`config.mk`:
```
export PLATFORM = sky130hd
export DESIGN_NAME = video_pattern_gen
export DESIGN_NICKNAME = d
export VERILOG_FILES = /design/src/rtl/video_pkg.sv /design/src/rtl/video_bar_index.sv /design/src/rtl/video_pattern_gen.sv
export SDC_FILE = /design/constraint.sdc
export NUM_CORES = 1
export LEC_CHECK = 0
export ABC_CLOCK_PERIOD_IN_PS = 9800
export CORE_ASPECT_RATIO = 2
export CORE_MARGIN = 5
export CORE_UTILIZATION = 60
export DETAILED_ROUTE_END_ITERATION = 6
export HOLD_SLACK_MARGIN = 0.15
export MAX_ROUTING_LAYER = met4
export PLACE_DENSITY = 0.86
export SLEW_MARGIN = 0
export SYNTH_ARGS = -nofsm -noshare
export SYNTH_HDL_FRONTEND = slang
export SYNTH_SLANG_ARGS = --single-unit
export TNS_END_PERCENT = 100
```
`constraint.sdc`:
```
create_clock -name clk -period 9.8 [get_ports clk]
set_input_delay 1.47 -clock clk [delete_from_list [all_inputs] [get_ports clk]]
set_output_delay 1.47 -clock clk [all_outputs]
set_load 0.02 [all_outputs]
```
`src/rtl/video_pkg.sv`:
```
// Shared video types: pattern modes, 1-bit colour masks and mode decoding.
// Used by the pattern generator and by video_sync_gen consumers.
package video_pkg;

    typedef enum logic [2:0] {
        CROSS  = 3'd0,
        GRID   = 3'd1,
        BARS   = 3'd2,
        CHECK  = 3'd3,
        RAMP   = 3'd4,
        MOVBAR = 3'd5
    } mode_e;

    typedef struct packed {
        logic r;
        logic g;
        logic b;
    } rgb1_t;

    localparam rgb1_t C_WHITE = 3'b111;
    localparam rgb1_t C_BLACK = 3'b000;
    localparam rgb1_t C_BLUE  = 3'b001;

    // Codes 6 and 7 are not patterns; they fall back to the crosshair.
    function automatic mode_e mode_decode(input logic [2:0] m);
        return (m > 3'd5) ? CROSS : mode_e'(m);
    endfunction

endpackage

```
`src/rtl/video_bar_index.sv`:
```
// Maps a horizontal position to one of eight equal colour-bar indices
// using a comparator chain against the bar boundaries.
module video_bar_index #(
    parameter int HCW      = 12,
    parameter int H_ACTIVE = 640
) (
    input  logic [HCW-1:0] h_cnt_i,
    output logic [2:0]     idx_o
);

    localparam int BW = H_ACTIVE / 8;

    always_comb begin
        idx_o = 3'd0;
        for (int k = 1; k < 8; k++) begin
            if (h_cnt_i >= HCW'(k * BW)) begin
                idx_o = 3'(k);
            end
        end
    end

endmodule

```
`src/rtl/video_pattern_gen.sv`:
```
// Multi-mode test-pattern generator: mode latch, moving-bar position and
// a two-stage pixel pipeline with delay-matched syncs.
module video_pattern_gen
    import video_pkg::*;
#(
    parameter int HCW       = 12,
    parameter int VCW       = 12,
    parameter int VW        = 8,
    parameter int H_ACTIVE  = 640,
    parameter int V_ACTIVE  = 480,
    parameter int GRID_LOG2 = 5,
    parameter int CHK_LOG2  = 4,
    parameter int BAR_W     = 16,
    parameter int BAR_STEP  = 4
) (
    input  logic           clk,
    input  logic           clk_en,
    input  logic           rst,
    input  logic [2:0]     mode_in,
    input  logic [HCW-1:0] h_cnt,
    input  logic [VCW-1:0] v_cnt,
    input  logic           active,
    input  logic           a_start,
    input  logic           h_sync,
    input  logic           v_sync,
    output logic           vid_hsync,
    output logic           vid_vsync,
    output logic           vid_vld,
    output logic [VW-1:0]  vid_r,
    output logic [VW-1:0]  vid_g,
    output logic [VW-1:0]  vid_b,
    output logic [2:0]     mode_cur
);

    typedef struct packed {
        logic [VW-1:0] r;
        logic [VW-1:0] g;
        logic [VW-1:0] b;
    } rgb_t;

    typedef struct packed {
        logic          act;
        logic          hs;
        logic          vs;
        mode_e         mode;
        logic          hit;
        logic [2:0]    idx;
        logic [VW-1:0] ramp_r;
        logic [VW-1:0] ramp_g;
    } s1_t;

    typedef struct packed {
        logic hs;
        logic vs;
        logic vld;
        rgb_t rgb;
    } s2_t;

    function automatic rgb_t expand(input rgb1_t c);
        rgb_t o;
        o.r = {VW{c.r}};
        o.g = {VW{c.g}};
        o.b = {VW{c.b}};
        return o;
    endfunction

    mode_e          mode_q, mode_d;
    logic [HCW-1:0] pos_q, pos_d;
    s1_t            s1_q, s1_d;
    s2_t            s2_q, s2_d;

    logic [HCW:0]   pos_sum;
    logic [HCW-1:0] pos_nxt;
    logic [HCW:0]   bar_off;
    logic [2:0]     bar_idx;
    logic           hit_cross;
    logic           hit_grid;
    logic           hit_chk;
    logic           hit_bar;
    rgb_t           rgb;

    // Mode and bar position switch on the a_start pixel itself, so the
    // frame that is starting already uses the new values.
    assign pos_sum = {1'b0, pos_q} + (HCW+1)'(BAR_STEP);
    assign pos_nxt = (pos_sum >= (HCW+1)'(H_ACTIVE))
                   ? HCW'(pos_sum - (HCW+1)'(H_ACTIVE))
                   : HCW'(pos_sum);

    always_comb begin
        mode_d = mode_q;
        pos_d  = pos_q;
        if (a_start) begin
            mode_d = mode_decode(mode_in);
            pos_d  = pos_nxt;
        end
    end

    video_bar_index #(
        .HCW      (HCW),
        .H_ACTIVE (H_ACTIVE)
    ) u_bar_index (
        .h_cnt_i (h_cnt),
        .idx_o   (bar_idx)
    );

    assign hit_cross = (v_cnt == VCW'(0))
                    || (v_cnt == VCW'(V_ACTIVE / 2))
                    || (v_cnt == VCW'(V_ACTIVE - 1))
                    || (h_cnt == HCW'(0))
                    || (h_cnt == HCW'(H_ACTIVE / 2))
                    || (h_cnt == HCW'(H_ACTIVE - 1));

    assign hit_grid = (h_cnt[GRID_LOG2-1:0] == '0)
                   || (v_cnt[GRID_LOG2-1:0] == '0)
                   || (h_cnt == HCW'(H_ACTIVE - 1))
                   || (v_cnt == VCW'(V_ACTIVE - 1));

    assign hit_chk = h_cnt[CHK_LOG2] ^ v_cnt[CHK_LOG2];

    // Distance from the bar start, wrapped modulo the active width.
    assign bar_off = (h_cnt >= pos_d)
                   ? {1'b0, h_cnt} - {1'b0, pos_d}
                   : {1'b0, h_cnt} + (HCW+1)'(H_ACTIVE) - {1'b0, pos_d};
    assign hit_bar = bar_off < (HCW+1)'(BAR_W);

    always_comb begin
        s1_d     = '0;
        s1_d.act = active;
        s1_d.hs  = h_sync;
        s1_d.vs  = v_sync;
        if (active) begin
            s1_d.mode   = mode_d;
            s1_d.idx    = bar_idx;
            s1_d.ramp_r = h_cnt[VW-1:0];
            s1_d.ramp_g = v_cnt[VW-1:0];
            unique case (mode_d)
                CROSS:   s1_d.hit = hit_cross;
                GRID:    s1_d.hit = hit_grid;
                CHECK:   s1_d.hit = hit_chk;
                MOVBAR:  s1_d.hit = hit_bar;
                default: s1_d.hit = 1'b0;
            endcase
        end
    end

    always_comb begin
        rgb = '0;
        unique case (s1_q.mode)
            BARS: begin
                rgb = expand({~s1_q.idx[1], ~s1_q.idx[2], ~s1_q.idx[0]});
            end
            RAMP: begin
                rgb.r = s1_q.ramp_r;
                rgb.g = s1_q.ramp_g;
                rgb.b = s1_q.ramp_r ^ s1_q.ramp_g;
            end
            MOVBAR:  rgb = expand(s1_q.hit ? C_WHITE : C_BLUE);
            default: rgb = expand(s1_q.hit ? C_WHITE : C_BLACK);
        endcase
        s2_d     = '0;
        s2_d.hs  = s1_q.hs;
        s2_d.vs  = s1_q.vs;
        s2_d.vld = s1_q.act;
        s2_d.rgb = s1_q.act ? rgb : '0;
    end

    always_ff @(posedge clk) begin
        if (rst) begin
            mode_q <= CROSS;
            pos_q  <= '0;
            s1_q   <= '0;
            s2_q   <= '0;
        end else if (clk_en) begin
            mode_q <= mode_d;
            pos_q  <= pos_d;
            s1_q   <= s1_d;
            s2_q   <= s2_d;
        end
    end

    assign vid_hsync = s2_q.hs;
    assign vid_vsync = s2_q.vs;
    assign vid_vld   = s2_q.vld;
    assign vid_r     = s2_q.rgb.r;
    assign vid_g     = s2_q.rgb.g;
    assign vid_b     = s2_q.rgb.b;
    assign mode_cur  = mode_q;

endmodule
```
==> reports/results.tsv <==
metric	value	unit
status	finished clean	
crit path kind	register to register	
Vias	4647	
Worst setup SP type	register	
fin crit share	0.562	
met2 usage	0.549	
RSZ-0062 raised after global routing	no	
Final Max Tran Viols	0	
GP Congestion	0.965	
Lkg Pwr	0.00219	uW
layout cells sized above 1	0.0627	
largest net degree at the start of global routing	68	
Core Box Area	7540	sq um
FMAX	182	MHz
Layout Nets	696	
Post-synth top cells	nor2_1 (80), a21oi_1 (78), dfxtp_1 (66)	
cell taking the most area after synthesis	dfxtp_1	
DRC violations left	0	
# setup viols final	0	
Final Critical Period	5.50	ns
Crit Path Max Fanout	8	
post-synthesis sequential area ratio	0.288	
Synth Register Bits	66	
Slew headroom	0.280	
Hold Vio Cnt, Final	0	
Num Clock Sinks	66	
top post-synthesis cells by area	dfxtp_1 (29%), a21oi_1 (8.5%), ha_1 (6.8%)	
cell with the most instances after synthesis	nor2_1	
worst path required time	10.08	ns
number of antenna violations at the first check in global routing	0	
area grow syn2layout	19.8	%
vias in the first global route	4726	
Mapped Area	4600	sq um
cell count after synthesis	592	
GR Layer Usage met1	0.260	
CTS tree	built	
chip width	71.9	um
DR WL/cell	18.6	um
die area	9620	sq um
ys async rst share	0	
hpwl dp	10.3	mm
r2r setup slk	4.30	ns
1st-iter DRT viols	358	
Cell variety after synth	71	
CP max-delay cell	dfxtp_1	
register area	1320	sq um
Max-Cap Viols	0	
GR Util met3	0.0503	
GRT Total Usage	0.297	
row cnt	45	
depth of the CTS H-tree	3	
placed cell count	716	
Mean Syn Cell Area	7.76	sq um
Synth Warn #	0	
final std cells w/o fill	732	
Hold WC Path Type	register to register	
CP peak stage delay	0.53	ns
Slew @ Worst Pin	1.08	ns
arrival time worst endpoint	5.79	ns
GRT busiest layer	met2	
CTS clk-pin slew, worst paths	0.06	ns
Worst-Skew Late Latency	0.33	ns
clock root buffer	clkbuf_16	
IO buf count	63	
post-route total power	801	uW
TritonCTS Buffers	9	
Post-CTS Setup Bufs	0	
Initial DRT Pass Iterations	7	
vias per cell	6.35	
PD cells	146	nW/um^2
initial cell density of the core	0.609	
final wirelength	13.6	mm
VDD IR max	0.111	mV
Synth Flop Type	dfxtp_1	
# IOs	64	
Die Y	134	um
footprint of the multi-input gates	3020	sq um
ANT nets after route	0	
crit path cell chain	ha_1, and3_1, nand3_1, xor2_1, ha_1, o31ai_2, nor2_2, nand2_1, mux2i_1, nand2_1, nand2_1, ha_1, inv_1, ha_1, nand2_1, or4_1, o311ai_0, xnor2_1, nand4_1, a311oi_1, nand4_1, a2111oi_0, or3_1	
fillers	634	
global route total overflow	0	
Synthesized Nets	655	
Fin Clk Skew	0.00493	ns
Yosys top cell area share	0.288	
Hold Buf Count CTS	0	
Worst setup EP type	register	
Post-synth EDFFs	0	
Bufs on Longest Clock Path	2	
post-CTS sizing	0	
ant diodes	0	
setup_tns	0	ns
global-route wire length before repair	22.0	mm
==> power by group <==
part	internal (uW)	total, uW	leakage (uW)	switching, uW
sequential	277	287	0.000537	10.2
clock	196	320	0.000142	124
combinational	80.8	194	0.00152	114
==> through the flow <==
stage / setup WS (ns) / hold WS (ns) / area, sq um / util
finish: 4.30 / 0.466 / 5510 / 0.730
global route: 3.75 / 0.497 / 5510 / 0.730
CTS: 4.33 / 0.467 / 5510 / 0.730
detailed placement: 4.08 / 0.459 / 5210 / 0.691
global placement: 4.14 / 0.449 / 5210 / 0.691
floorplan: 4.82 / 0.437 / 4600 / -
==> per-layer routing <==
| metal | share of wire | vias up |
|---|---|---|
| li1 | - | 2218 |
| met2 | 0.56 | 176 |
| met4 | 0.065 | 0 |
| met5 | 0 | - |
| met3 | 0.045 | 62 |
| met1 | 0.33 | 2191 |
==> state kept, by name (all words and copies together), names as in the netlist <==
name,count
mode_cur,3
pos_q,10
s1_q,26
vid_b,8
vid_g,8
vid_hsync,1
vid_r,8
vid_vld,1
vid_vsync,1
==> final cells by class <==
type                    instances  area share
multi-input cells             461       0.549
flip-flops and latches         66       0.240
clock inverters                 7      0.0125
inverters                      30      0.0204
clock buffers                   9      0.0409
repair buffers                 65       0.116
well taps                      94      0.0214
==> worst max-delay path, delay by kind of cell, from the launching register on <==
family | cells | cell delay, ns
buffers and inverters | 1 | 0.10
muxes | 1 | 0.15
adders and majority gates | 4 | 1.29
and+or+nand+nor | 11 | 1.87
AOI/OAI and AO/OA | 4 | 0.86
DFF | 1 | 0.53
xor gates and xnor gates | 2 | 0.64
==> worst paths after layout <==
| kind | startpoint | endpoint | cells after the start |
|---|---|---|---|
| max | pos_q[2] | s1_q[19] | 23 |
| min | s1_q[16] | s1_q[16] | 2 |
| max reg2reg | pos_q[2] | s1_q[19] | 23 |
| min reg2reg | s1_q[16] | s1_q[16] | 2 |
==> logic make-up (layout without fill, tap and decap cells) <==
kind of cell | count (synthesis) | after routing | synth area share
buffers and inverters | 65 | 111 | 0.0569
adders and majority gates | 29 | 29 | 0.0855
muxes | 12 | 12 | 0.0261
AOI/OAI and AO/OA | 187 | 187 | 0.258
xor gates and xnor gates | 34 | 34 | 0.0708
DFF | 66 | 66 | 0.288
and+or+nand+nor | 199 | 199 | 0.216
==> placed cells by master (no fill, tap or decap), types with 7 or more instances in the layout <==
cell	count
nor2_1	80
clkbuf_16	9
dfxtp_1	66
nand4_1	7
xnor2_1	20
a211oi_1	10
nor3_1	12
mux2i_1	12
a21oi_1	78
o21ai_0	28
nor4_1	7
nand2_1	38
nand3_1	10
ha_1	25
a22oi_1	21
clkdlybuf4s50_1	62
xor2_1	12
inv_1	28
No activity file was read; power rests on OpenSTA's default activity.
